**config.mk**
```make
export PLATFORM = sky130hd
export DESIGN_NAME = sound_scheduler_flat
export DESIGN_NICKNAME = d
export VERILOG_FILES = /design/src/rtl/sound_scheduler_if.sv /design/src/rtl/sound_scheduler.sv /design/src/flat_wrapper.sv
export SDC_FILE = /design/constraint.sdc
export NUM_CORES = 1
export LEC_CHECK = 0
export BUFFER_PORTS_ARGS = -buffer_cell sky130_fd_sc_hd__buf_2
export CELL_PAD_IN_SITES_DETAIL_PLACEMENT = 0
export CELL_PAD_IN_SITES_GLOBAL_PLACEMENT = 2
export CORE_UTILIZATION = 25
export CTS_CLUSTER_DIAMETER = 200
export DETAILED_ROUTE_END_ITERATION = 6
export GPL_ROUTABILITY_DRIVEN = 0
export HOLD_SLACK_MARGIN = 0.1
export PLACE_DENSITY_LB_ADDON = 0.1
export REMOVE_ABC_BUFFERS = 1
export SLEW_MARGIN = 20
export SYNTH_ARGS = -nofsm -noshare
export SYNTH_HDL_FRONTEND = slang
export SYNTH_SLANG_ARGS = --single-unit
```
**constraint.sdc**
```tcl
create_clock -name clk -period 5.99 [get_ports clk]
set_input_delay 0.2995 -clock clk [delete_from_list [all_inputs] [get_ports clk]]
set_output_delay 0.2995 -clock clk [all_outputs]
set_load 0.02 [all_outputs]
```
**src/rtl/sound_scheduler_if.sv**
```systemverilog
// Event/sound bundle between the game controller (master) and the sound scheduler (slave).
interface sound_scheduler_if;
  logic       hit;
  logic       wall;
  logic       goal;
  logic       mute;
  logic       sound;
  logic       busy;
  logic [1:0] playing;

  modport master (
    output hit, wall, goal, mute,
    input  sound, busy, playing
  );

  modport slave (
    input  hit, wall, goal, mute,
    output sound, busy, playing
  );
endinterface

```
**src/rtl/sound_scheduler.sv**
```systemverilog
// Arbitrates hit/wall/goal events onto one square-wave sound output.
// Fixed priority goal > hit > wall; goal plays two notes and preempts hit/wall tones.
module sound_scheduler #(
  parameter int unsigned HIT_HALF   = 56818,
  parameter int unsigned WALL_HALF  = 113636,
  parameter int unsigned GOAL1_HALF = 37878,
  parameter int unsigned GOAL2_HALF = 28409,
  parameter int unsigned TONE_LEN   = 2500000,
  parameter int unsigned GAP_LEN    = 500000,
  parameter int unsigned CW         = 24
) (
  input logic              clk,
  input logic              rst_n,
  sound_scheduler_if.slave bus
);

  localparam logic [1:0] SrcNone = 2'd0;
  localparam logic [1:0] SrcWall = 2'd1;
  localparam logic [1:0] SrcHit  = 2'd2;
  localparam logic [1:0] SrcGoal = 2'd3;

  localparam logic [CW-1:0] HitHalf   = CW'(HIT_HALF);
  localparam logic [CW-1:0] WallHalf  = CW'(WALL_HALF);
  localparam logic [CW-1:0] Goal1Half = CW'(GOAL1_HALF);
  localparam logic [CW-1:0] Goal2Half = CW'(GOAL2_HALF);
  localparam logic [CW-1:0] ToneLast  = CW'(TONE_LEN - 1);
  localparam logic [CW-1:0] GapLast   = CW'(GAP_LEN - 1);
  localparam logic [CW-1:0] One       = CW'(1);

  typedef enum logic [2:0] {
    StIdle,
    StTone,
    StGap,
    StGoal2,
    StGap2
  } state_e;

  state_e        r_state;
  logic [1:0]    r_src;
  logic          r_busy;
  logic [CW-1:0] r_half;
  logic [CW-1:0] r_dur;
  logic [CW-1:0] r_half_cnt;
  logic          r_wave;
  logic          r_sound;
  // Event bit order everywhere: {goal, hit, wall}.
  logic [2:0]    r_prev;
  logic [2:0]    r_pend;

  logic [2:0]    w_evt;
  logic [2:0]    w_rise;
  logic [2:0]    w_grant;
  logic [1:0]    w_grant_src;
  logic [CW-1:0] w_grant_half;
  logic          w_in_tone;
  logic          w_half_hit;
  logic          w_tone_last;
  logic          w_gap_last;
  logic          w_preempt;
  logic          w_tone_hold;
  logic          w_wave_next;

  assign w_evt  = {bus.goal, bus.hit, bus.wall};
  assign w_rise = w_evt & ~r_prev;

  always_comb begin
    w_grant      = 3'b000;
    w_grant_src  = SrcNone;
    w_grant_half = '0;
    if (r_state == StIdle) begin
      if (r_pend[2]) begin
        w_grant      = 3'b100;
        w_grant_src  = SrcGoal;
        w_grant_half = Goal1Half;
      end else if (r_pend[1]) begin
        w_grant      = 3'b010;
        w_grant_src  = SrcHit;
        w_grant_half = HitHalf;
      end else if (r_pend[0]) begin
        w_grant      = 3'b001;
        w_grant_src  = SrcWall;
        w_grant_half = WallHalf;
      end
    end
  end

  assign w_in_tone   = (r_state == StTone) || (r_state == StGoal2);
  assign w_half_hit  = (r_half_cnt == (r_half - One));
  assign w_tone_last = (r_dur == ToneLast);
  assign w_gap_last  = (r_dur == GapLast);
  // A goal that slipped in on the grant edge is already pending, so it aborts one cycle later.
  assign w_preempt   = (r_state == StTone) && (r_src != SrcGoal) && (w_rise[2] || r_pend[2]);
  assign w_tone_hold = w_in_tone && !w_tone_last && !w_preempt;
  // Every entry into a tone starts the waveform low, so only a held tone can carry phase.
  assign w_wave_next = w_tone_hold && (r_wave ^ w_half_hit);

  always_ff @(posedge clk or negedge rst_n) begin
    if (!rst_n) begin
      r_state    <= StIdle;
      r_src      <= SrcNone;
      r_busy     <= 1'b0;
      r_half     <= '0;
      r_dur      <= '0;
      r_half_cnt <= '0;
      r_wave     <= 1'b0;
      r_sound    <= 1'b0;
      r_prev     <= '0;
      r_pend     <= '0;
    end else begin
      r_prev     <= w_evt;
      r_pend     <= (r_pend & ~w_grant) | w_rise;
      r_half_cnt <= (w_tone_hold && !w_half_hit) ? r_half_cnt + One : '0;
      r_wave     <= w_wave_next;
      // Mute only gates the pin; the phase in r_wave keeps running underneath.
      r_sound    <= w_wave_next & ~bus.mute;

      unique case (r_state)
        StIdle: begin
          if (|w_grant) begin
            r_state <= StTone;
            r_src   <= w_grant_src;
            r_half  <= w_grant_half;
            r_busy  <= 1'b1;
            r_dur   <= '0;
          end
        end
        StTone: begin
          if (w_preempt || w_tone_last) begin
            r_state <= (!w_preempt && (r_src == SrcGoal)) ? StGap2 : StGap;
            r_dur   <= '0;
          end else begin
            r_dur <= r_dur + One;
          end
        end
        StGap2: begin
          if (w_gap_last) begin
            r_state <= StGoal2;
            r_half  <= Goal2Half;
            r_dur   <= '0;
          end else begin
            r_dur <= r_dur + One;
          end
        end
        StGoal2: begin
          if (w_tone_last) begin
            r_state <= StGap;
            r_dur   <= '0;
          end else begin
            r_dur <= r_dur + One;
          end
        end
        StGap: begin
          if (w_gap_last) begin
            r_state <= StIdle;
            r_busy  <= 1'b0;
            r_src   <= SrcNone;
            r_dur   <= '0;
          end else begin
            r_dur <= r_dur + One;
          end
        end
        default: r_state <= StIdle;
      endcase
    end
  end

  assign bus.sound   = r_sound;
  assign bus.busy    = r_busy;
  assign bus.playing = r_src;

endmodule
```
**src/flat_wrapper.sv**
```systemverilog
// flat-port wrapper written by rule: the top's interface ports become plain ports
module sound_scheduler_flat 
#(
  parameter int unsigned HIT_HALF   = 56818,
  parameter int unsigned WALL_HALF  = 113636,
  parameter int unsigned GOAL1_HALF = 37878,
  parameter int unsigned GOAL2_HALF = 28409,
  parameter int unsigned TONE_LEN   = 2500000,
  parameter int unsigned GAP_LEN    = 500000,
  parameter int unsigned CW         = 24
)
  (clk, rst_n, bus_hit, bus_wall, bus_goal, bus_mute, bus_sound, bus_busy, bus_playing);
  sound_scheduler_if bus_i ();
  input logic clk;
  input logic rst_n;
  input wire logic [$bits(bus_i.hit)-1:0] bus_hit;
  input wire logic [$bits(bus_i.wall)-1:0] bus_wall;
  input wire logic [$bits(bus_i.goal)-1:0] bus_goal;
  input wire logic [$bits(bus_i.mute)-1:0] bus_mute;
  output wire logic [$bits(bus_i.sound)-1:0] bus_sound;
  output wire logic [$bits(bus_i.busy)-1:0] bus_busy;
  output wire logic [$bits(bus_i.playing)-1:0] bus_playing;
  assign bus_i.hit = bus_hit;
  assign bus_i.wall = bus_wall;
  assign bus_i.goal = bus_goal;
  assign bus_i.mute = bus_mute;
  assign bus_sound = bus_i.sound;
  assign bus_busy = bus_i.busy;
  assign bus_playing = bus_i.playing;
  sound_scheduler #(.HIT_HALF(HIT_HALF), .WALL_HALF(WALL_HALF), .GOAL1_HALF(GOAL1_HALF), .GOAL2_HALF(GOAL2_HALF), .TONE_LEN(TONE_LEN), .GAP_LEN(GAP_LEN), .CW(CW)) u_core (.clk(clk), .rst_n(rst_n), .bus(bus_i));
endmodule
```
==> impl_metrics.ini, run 1 <==
[outcome]
outcome = finished clean

[job]
max-cap-violations = 0

[global_route]
track_usage = 0.1418
grt_max_degree = 74
grt_first_pass_wirelength_um = 19130
grt_pass1_vias = 3462
antenna_found_initial = 0
gr-total-overflow = 0

[clocking]
insertion_delay_ps = 340
cts_tree = done
cts.reportedPaths.clkPinSlew_ps = 60
clockBufferDepth = 2
clock-sinks = 73
ctsResizeCount = 0
post_cts_buffers = 0
cts.htree.levels = 3
cts-root-buf = clkbuf_16
numCtsBuffers = 9

[floorplan]
dieHeight_um = 131.2
core_area_um2 = 16060
fp.dieArea_um2 = 17210
start_util = 0.2598
rows = 46
ioPinCount = 10
die_w_um = 131.2

[layout]
nFillCells = 1685
multi_input_area_um2 = 2200
areaGrowthSynthToFinish_pct = 15.24
antenna_cells = 0
drive_gt1_frac = 0.07950
final_nets = 482
regArea_um2 = 1827
fin_cells = 694

[hold_path]
whs_path_depth = 2
min_path_type = in2reg
whs_endpoint = u_core.bus.sound
worstHoldStart = bus_mute

[sta]
post-route-period-util = 0.6288
slew-limit-headroom = 0.2672
finalSetupTns_ps = 0
rsz0062_at_grt = false
timing.final.crit_period_ps = 3767
slew_viol_final = 0
setup_viol = 0
finalClockSkew_ps = 9.288
hold_viol_final = 0
max_slew.worst_pin.slew_ps = 1098
max_freq_mhz = 265.5

[synth]
synth_ff_type = dfrtp_1
async_reset_ff_frac = 1.000
synth-seq-cells = 73
synth_area_per_cell_um2 = 8.913
synth_edf_count = 0
synth.distinct_cells = 56
syn_area_um2 = 4172
ys_seq_area_frac = 0.4379
synth_cells = 468
yosys_warnings = 0

[worst_setup_path]
cp.arrival_ps = 3940
crit_chain = inv_1, ha_1, nor4b_1, nor2_1, nor4b_1, nor3_1, or4_4, nor2_2, nor3_1
reg2reg_to = u_core.r_half_cnt[18]
start_kind = flip-flop
crit_slowest_cell = nor2_2
reg2regPathDepth = 9
crit_type = reg2reg
worst_setup_path_end_kind = flip-flop
cp_max_fo = 24
reg2reg_from = u_core.r_half[3]
cp.required_ps = 6160
crit_path_max_incr_delay_ps = 840
rrSetupSlack_ps = 2220

[pwr]
power_frac_seq = 0.389
swShare = 0.3719
power.density_nw_per_um2 = 368.3
p_leak_nw = 1.892
p_sw_w = 0.0006584
finalPower_w = 0.001770
power_frac_comb = 0.278
internal-power_w = 0.001112
clkPwrFrac = 0.332
peakVddDrop_mv = 0.1511

[drt]
vias = 3386
drcViolationCount = 0
ant_nets = 0
wirelength_um = 11350
drt_iter0_drc = 168
avgViaCountPerCell = 4.879
wire_per_inst_um = 16.36
drtPass1Iterations = 4

[place]
port_buffers = 9
dp_cells = 673
hpwl_um = 7893
[cell type report]
| type | count | share of cell area |
|---|---|---|
| multi-input cells | 358 | 0.4576 |
| clock buffers | 10 | 0.04763 |
| inverters | 14 | 0.01093 |
| repair buffers | 17 | 0.02863 |
| well taps | 216 | 0.05622 |
| clock inverters | 6 | 0.01900 |
| flip-flops and latches | 73 | 0.3800 |
[flip-flops by register name (all words and copies together) (netlist names)]
| register | cells |
|---|---|
| u_core.r_prev | 3 |
| u_core.bus.playing | 2 |
| u_core.r_state | 3 |
| u_core.r_half | 11 |
| u_core.r_wave | 1 |
| u_core.r_dur | 24 |
| u_core.r_pend | 3 |
| u_core.r_half_cnt | 24 |
| u_core.bus.sound | 1 |
| u_core.bus.busy | 1 |
[per-stage QoR]
step	hold WS [ps]	area (µm²)	util	setup WS, ps
2_1_floorplan	3.909	4079	-	2845
3_3_place_gp	414.9	4419	0.2752	2210
3_5_place_dp	419.4	4419	0.2752	2151
4_1_cts	119.4	4770	0.2970	2137
5_1_grt	111.5	4807	0.2994	1947
6_report	125.6	4807	0.2994	2223
[Yosys cell counts (6+ instances only)]
master / instances / share of area
dfrtp_1: 73 / 0.44
nand2_1: 49 / 0.044
nor2_1: 42 / 0.038
nor3_1: 35 / 0.042
xnor2_1: 28 / 0.059
a21oi_1: 20 / 0.024
o21ai_0: 20 / 0.024
and3_1: 18 / 0.027
clkbuf_1: 18 / 0.016
xor2_1: 16 / 0.034
inv_1: 14 / 0.013
nand3_1: 14 / 0.017
nand4_1: 13 / 0.019
or3_1: 7 / 0.010
and4_1: 6 / 0.013
nor4_1: 6 / 0.0090
[cell usage in the layout (no fill, tap or decap), drive strengths merged, types with 8 or more instances in the layout]
| cell type | netlist | final |
|---|---|---|
| a21oi | 20 | 20 |
| nand3 | 14 | 14 |
| nor2 | 43 | 43 |
| clkbuf | 18 | 10 |
| inv | 14 | 15 |
| nand4 | 13 | 13 |
| xnor2 | 28 | 28 |
| buf | 5 | 13 |
| nor3 | 37 | 37 |
| xor2 | 16 | 16 |
| dfrtp | 73 | 73 |
| nor4 | 8 | 8 |
| o21ai | 25 | 25 |
| and3 | 18 | 18 |
| nand2 | 49 | 49 |
[how the worst max path moves through the flow]
stage	startpoint	depth (start not counted)	to	slack, ps
5_1_grt	u_core.r_dur[6]	8	u_core.r_dur[17]	1950
3_3_place_gp	u_core.r_half[3]	9	u_core.r_half_cnt[1]	2210
2_1_floorplan	u_core.r_half[3]	9	u_core.r_half_cnt[1]	2850
3_5_place_dp	u_core.r_dur[6]	8	u_core.r_dur[17]	2150
4_1_cts	u_core.r_dur[6]	8	u_core.r_dur[17]	2140
6_report	u_core.r_half[3]	9	u_core.r_half_cnt[18]	2220
[power groups by stage]
| stage | combinational [W] | sequential (W) | clock [W] |
|---|---|---|---|
| after floorplan | 0.000345 | 0.000659 | 0 |
| after global placement | 0.000500 | 0.000702 | 0 |
| after detailed placement | 0.000500 | 0.000699 | 0 |
| after CTS | 0.000503 | 0.000691 | 0.000610 |
| after global routing | 0.000566 | 0.000705 | 0.000630 |
| final | 0.000493 | 0.000689 | 0.000589 |
[critical path: cells and delay by family (launching register included)]
| kind | cells | cell delay [ps] |
|---|---|---|
| adder cells (fa/ha/maj) | 1 | 220 |
| buffers and inverters | 1 | 110 |
| flip-flops | 1 | 450 |
| AND/OR/NAND/NOR | 7 | 2790 |
[metal layers]
layer / routed length (µm) / track usage
met3: 362 / 0.03627
met2: 5341 / 0.2296
met4: 155 / 0.03791
met5: 0 / 0
met1: 5495 / 0.1862
[timing repair]
item	in CTS	in global routing
endpoints found under the hold margin	3	20
setup endpoints to repair	0	0
hold buffers	3	1
[kinds of logic after synthesis]
family,after synthesis,share of synthesized area
simple gates,223,0.2903
compound gates,85,0.1284
flops,73,0.4379
xor+xnor,44,0.09238
buf+inv,37,0.03479
mux,3,0.007199
fa+ha+maj,3,0.008999
Note: power is estimated with default switching activity, not from simulation.
==> inputs of run 2 (changes only) <==
==> constraint.sdc (replaced) <==
create_clock -name clk -period 3.24 [get_ports clk]
set_input_delay 0.162 -clock clk [delete_from_list [all_inputs] [get_ports clk]]
set_output_delay 0.162 -clock clk [all_outputs]
set_load 0.02 [all_outputs]
==> run 2 against run 1 <==
Compared with the run above: combinational power rose by 100%; non-clock buffer count rose by 10; clock skew rose by 2.2 ps; via count rose by 2.3%; clock power rose by 60%; wire length rose by 3.2%; hold slack improved by 280 ps; total power rose by 81%; sequential power rose by 84%; critical path depth did not move; global-route usage rose by 0.36 points; critical path type unchanged; largest cell class unchanged.
==> impl_metrics.ini, run 2 (synthesis results as in run 1) <==
[outcome]
outcome = finished clean

[drt]
drtPass1Iterations = 4
ant_nets = 0
avgViaCountPerCell = 4.922
wirelength_um = 11720
drt_iter0_drc = 153
drcViolationCount = 0
vias = 3465
wire_per_inst_um = 16.65

[pwr]
power_frac_comb = 0.308
clkPwrFrac = 0.295
peakVddDrop_mv = 0.2844
p_sw_w = 0.001244
power.density_nw_per_um2 = 661.0
finalPower_w = 0.003203
internal-power_w = 0.001959
power_frac_seq = 0.397
p_leak_nw = 1.914
swShare = 0.3884

[worst_setup_path]
start_kind = flip-flop
crit_slowest_cell = or4_4
crit_chain = inv_1, ha_1, or4b_4, nor3_2, mux2i_1, a21oi_1, or4_4, or3_1, a211oi_2
cp.required_ps = 3490
reg2reg_from = u_core.r_half[1]
cp.arrival_ps = 3250
startpoint = u_core.r_half[1]
cp_max_fo = 6
cpLargestDelayFamily = simple AND/OR/NAND/NOR gates
crit_type = reg2reg
crit_path_max_incr_delay_ps = 550
critical_path_buf_inv_count = 1
worst_setup_path_end_kind = flip-flop

[sta]
finalSetupTns_ps = 0
hold_ws_ps = 405.1
slew-limit-headroom = 0.4647
max_freq_mhz = 333.8
post-route-period-util = 0.9247
max_slew.worst_pin.slew_ps = 796.8
timing.final.crit_period_ps = 2996
finalClockSkew_ps = 11.53
setup_viol = 0
hold_viol_final = 0
slew_viol_final = 0
rsz0062_at_grt = false

[floorplan]
dieHeight_um = 131.2
core_area_um2 = 16060
ioPinCount = 10
fp.dieArea_um2 = 17210
rows = 46
die_w_um = 131.2
start_util = 0.2598

[layout]
antenna_cells = 0
areaGrowthSynthToFinish_pct = 16.17
mostFrequentLayoutCell = dfrtp_1
drive_gt1_frac = 0.09836
final_area_um2 = 4846
nFillCells = 1714
final_nets = 492
layout_common_cells = dfrtp_1, nand2_1, nor2_1, nor3_1, xnor2_1
largestRegisters = u_core.r_dur: 24 flops, u_core.r_half_cnt: 24 flops, u_core.r_half: 11 flops

[global_route]
gr-total-overflow = 0
met1_usage = 0.1956
use_met2 = 0.2284
antenna_found_initial = 0
grt_max_degree = 74
grt_pass1_vias = 3408
track_usage = 0.1455
grt_first_pass_wirelength_um = 19430
top_usage_layer = met2
use_met3 = 0.03665

[hold_path]
min_path_type = in2async

[clocking]
cts-root-buf = clkbuf_16
cts.htree.levels = 3
cts.reportedPaths.clkPinSlew_ps = 60
clock-sinks = 73
cts_tree = done
numCtsBuffers = 9
clockBufferDepth = 2
insertion_delay_ps = 340

[place]
port_buffers = 9
placed_cell_area_um2 = 4507
hpwl_um = 8150

[job]
max-cap-violations = 0
run 2: through the flow:
| stage | std cells | util | setup WS, ps |
|---|---|---|---|
| detailed placement | 683 | 0.2807 | 180.6 |
| floorplan | 445 | - | 95.37 |
| finish | 704 | 0.3018 | 243.9 |
| global route | 704 | 0.3018 | 102.9 |
| global placement | 683 | 0.2807 | 190.8 |
| CTS | 704 | 0.3009 | 141.9 |
run 2: area by class of cell:
cell class	instances	area, µm²	share of cell area
Multi-Input combinational cell	358	2210	0.4560
Clock inverter	4	28.78	0.005939
Timing Repair Buffer	27	211.5	0.04364
Tap cell	216	270.3	0.05577
Clock buffer	12	246.5	0.05086
Sequential cell	73	1827	0.3770
Inverter	14	52.55	0.01084
run 2: routing by layer:
metal,vias up,share of wire
met5,-,0
met4,0,0.014
met3,10,0.023
met2,48,0.47
met1,1684,0.50
li1,1723,-
run 2: timing repair:
action,4_1_cts,5_1_grt
setup endpoints to repair,0,2
buffers inserted,0,0
hold buffers,5,0
endpoints found under the hold margin,79,0
gates resized for setup,0,2
run 2: power groups by stage:
stage,Combinational [W],Clock [W],Sequential [W]
3_5_place_dp,0.000996,0,0.00128
3_3_place_gp,0.00100,0,0.00128
4_1_cts,0.00100,0.000992,0.00126
5_1_grt,0.00112,0.00102,0.00130
2_1_floorplan,0.000637,0,0.00122
6_report,0.000987,0.000944,0.00127
run 2: final timing paths:
check                                   endpoint  slack, ps  cells after the start
hold reg to reg                 u_core.r_pend[0]        430                      1
setup reg to reg                u_core.bus.sound        240                      9
hold / removal                     u_core.r_wave        410                      2
setup / recovery                u_core.bus.sound        240                      9
max in group asynchronous  u_core.r_half_cnt[10]       2310                      2
min in group clk                u_core.r_pend[0]        430                      1
==> inputs of run 3 (changes only) <==
--- a/config.mk
+++ b/config.mk
@@ -5,6 +5,7 @@
 export SDC_FILE = /design/constraint.sdc
 export NUM_CORES = 1
 export LEC_CHECK = 0
+export ABC_AREA = 1
 export BUFFER_PORTS_ARGS = -buffer_cell sky130_fd_sc_hd__buf_2
 export CELL_PAD_IN_SITES_DETAIL_PLACEMENT = 0
 export CELL_PAD_IN_SITES_GLOBAL_PLACEMENT = 2
==> run 3 against run 2 <==
Compared with the run above: synthesized cell count increased by 35%; critical path depth grew 6; die area grew 11%; cell count grew 26%; first-iteration DRC count increased by 54%; clock power increased by 15%; count of clock-buffer cells in the layout down 3; worst setup slack improved by 370 ps; largest cell class unchanged; sequential power shrank 28%; critical endpoint is now u_core.r_half_cnt[12]; non-clock buffer count fell by 10; maximum frequency rose by 14%.
==> impl_metrics.ini, run 3 <==
[drt]
drt_iter0_drc = 235
drcViolationCount = 0
drtPass1Iterations = 4
ant_nets = 0
avgViaCountPerCell = 4.604
vias = 4088
wirelength_um = 13700
wire_per_inst_um = 15.42

[worst_setup_path]
critical_path_buf_inv_count = 2
reg2reg_to = u_core.r_half_cnt[12]
crit_type = reg2reg
crit_slowest_cell = dfrtp_1
cp.required_ps = 3460
reg2regPathDepth = 15
start_kind = flip-flop
crit_top_cell = nand2_1
rrSetupSlack_ps = 620
cpLargestDelayFamily = simple AND/OR/NAND/NOR gates
reg2reg_from = u_core.r_half[3]
crit_path_max_incr_delay_ps = 460
cp_max_fo = 23
worst_setup_path_end_kind = flip-flop
cp.arrival_ps = 2840
crit_chain = inv_1, ha_1, inv_1, nor2_1, nand3_1, nor2_2, nand2_1, nand2_1, nand3_1, nor2_1, nand2_1, nor2_2, nand2_2, nand2_4, nor3b_1

[sta]
rsz0062_at_grt = false
setup_viol = 0
post-route-period-util = 0.8097
hold_viol_final = 0
timing.final.crit_period_ps = 2623
finalClockSkew_ps = 11.32
slew_viol_final = 0
finalSetupTns_ps = 0
slew-limit-headroom = 0.5223
max_freq_mhz = 381.2
max_slew.worst_pin.slew_ps = 716.5

[clocking]
clock-sinks = 73
insertion_delay_ps = 350
post_cts_buffers = 0
clockBufferDepth = 2
numCtsBuffers = 9
ctsResizeCount = 0
cts-root-buf = clkbuf_16
cts.htree.levels = 3
cts_tree = done
cts.reportedPaths.clkPinSlew_ps = 70
holdBufCountCts = 5

[layout]
final_nets = 663
largestRegisters = u_core.r_dur: 24 flops, u_core.r_half_cnt: 24 flops, u_core.r_half: 11 flops
antenna_cells = 0
drive_gt1_frac = 0.1093
nFillCells = 2011
multi_input_area_um2 = 2356
mostFrequentLayoutCell = nand2_1
final_area_um2 = 5279
regArea_um2 = 1827
areaGrowthSynthToFinish_pct = 14.12
layout_common_cells = nand2_1, inv_1, dfrtp_1, nor2_1, nand3_1

[floorplan]
ioPinCount = 10
die_w_um = 138.0
start_util = 0.2566
dieHeight_um = 138.0
fp.dieArea_um2 = 19050
rows = 49
core_area_um2 = 18020

[synth]
synthTopCellsByArea = dfrtp_1, nand2_1, inv_1
syn_area_um2 = 4626
synth_edf_count = 0
synth.distinct_cells = 41
yosys_warnings = 0
synth_ff_type = dfrtp_1
synth_area_per_cell_um2 = 7.308
yosysTopAreaCell = dfrtp_1
synth-seq-cells = 73
synth_top_area_frac = 0.3949
synthTopCellsByCount = nand2_1, inv_1, dfrtp_1
ys_seq_area_frac = 0.3949
async_reset_ff_frac = 1.000
synth_cells = 633
yosys.cell_count.top_type = nand2_1

[place]
port_buffers = 9
hpwl_um = 10350
placed_cell_area_um2 = 4915

[hold_path]
min_path_type = in2async

[pwr]
p_leak_nw = 2.497
power.density_nw_per_um2 = 384.2
peakVddDrop_mv = 0.2273
finalPower_w = 0.002028

[global_route]
gr-total-overflow = 0
grt_first_pass_wirelength_um = 22490
track_usage = 0.1504
grt_max_degree = 74
grt_pass1_vias = 4111
antenna_found_initial = 0

[job]
max-cap-violations = 0

[outcome]
outcome = finished clean
[run 3: kinds of logic (layout without fill, tap and decap cells)]
group           count (synthesis)  in the layout  synth area share
compound gates                 69             69           0.08439
buf+inv                       107            133           0.09575
simple gates                  361            361            0.3790
xor+xnor                       20             20           0.03787
fa+ha+maj                       3              3          0.008116
flops                          73             73            0.3949
[run 3: area by class of cell]
class,instances,area share
repair buffers,17,0.02347
multi-input cells,453,0.4463
clock buffers,9,0.04266
flip-flops and latches,73,0.3461
inverters,100,0.07111
clock inverters,7,0.01612
well taps,229,0.05428
[run 3: stage by stage]
stage | instances | utilization | hold slack [ps] | setup slack [ps]
after floorplan | 626 | - | -133.6 | 1076
after global placement | 867 | 0.2727 | 284.9 | 538.2
after detailed placement | 867 | 0.2727 | 287.9 | 555.7
after CTS | 888 | 0.2927 | 441.1 | 542.4
after global routing | 888 | 0.2929 | 457.0 | 315.7
final | 888 | 0.2929 | 402.8 | 616.7
[run 3: routing by layer]
metal | vias to the layer above | global-route usage | share of wire
li1 | 2093 | - | -
met1 | 1938 | 0.2009 | 0.49
met2 | 41 | 0.2439 | 0.46
met3 | 16 | 0.02944 | 0.026
met4 | 0 | 0.04743 | 0.017
met5 | - | 0 | 0
[run 3: worst max-delay path by stage]
stage | start | cells after the start | to
floorplan | u_core.r_state[1] | 12 | u_core.r_dur[17]
global placement | u_core.r_half[3] | 15 | u_core.r_half_cnt[4]
detailed placement | u_core.r_half[3] | 15 | u_core.r_half_cnt[3]
CTS | u_core.r_half[3] | 15 | u_core.r_half_cnt[12]
global route | u_core.r_half[3] | 15 | u_core.r_half_cnt[12]
finish | u_core.r_half[3] | 15 | u_core.r_half_cnt[12]
[run 3: report_power, final]
group	switching, W	total, W	internal (W)
logic	0.0000209	0.0000279	0.00000704
clock network	0.000473	0.00109	0.000614
registers	0.000000690	0.000913	0.000913
total	0.000495	0.00203	0.00153
[run 3: worst reg2reg max path: stages, from the launching register on]
cell and delay (ps):
dfrtp_1 460, inv_1 150, ha_1 200, inv_1 60, nor2_1 130, nand3_1 160
nor2_2 270, nand2_1 90, nand2_1 60, nand3_1 70, nor2_1 110, nand2_1 110
nor2_2 130, nand2_2 100, nand2_4 270, nor3b_1 100
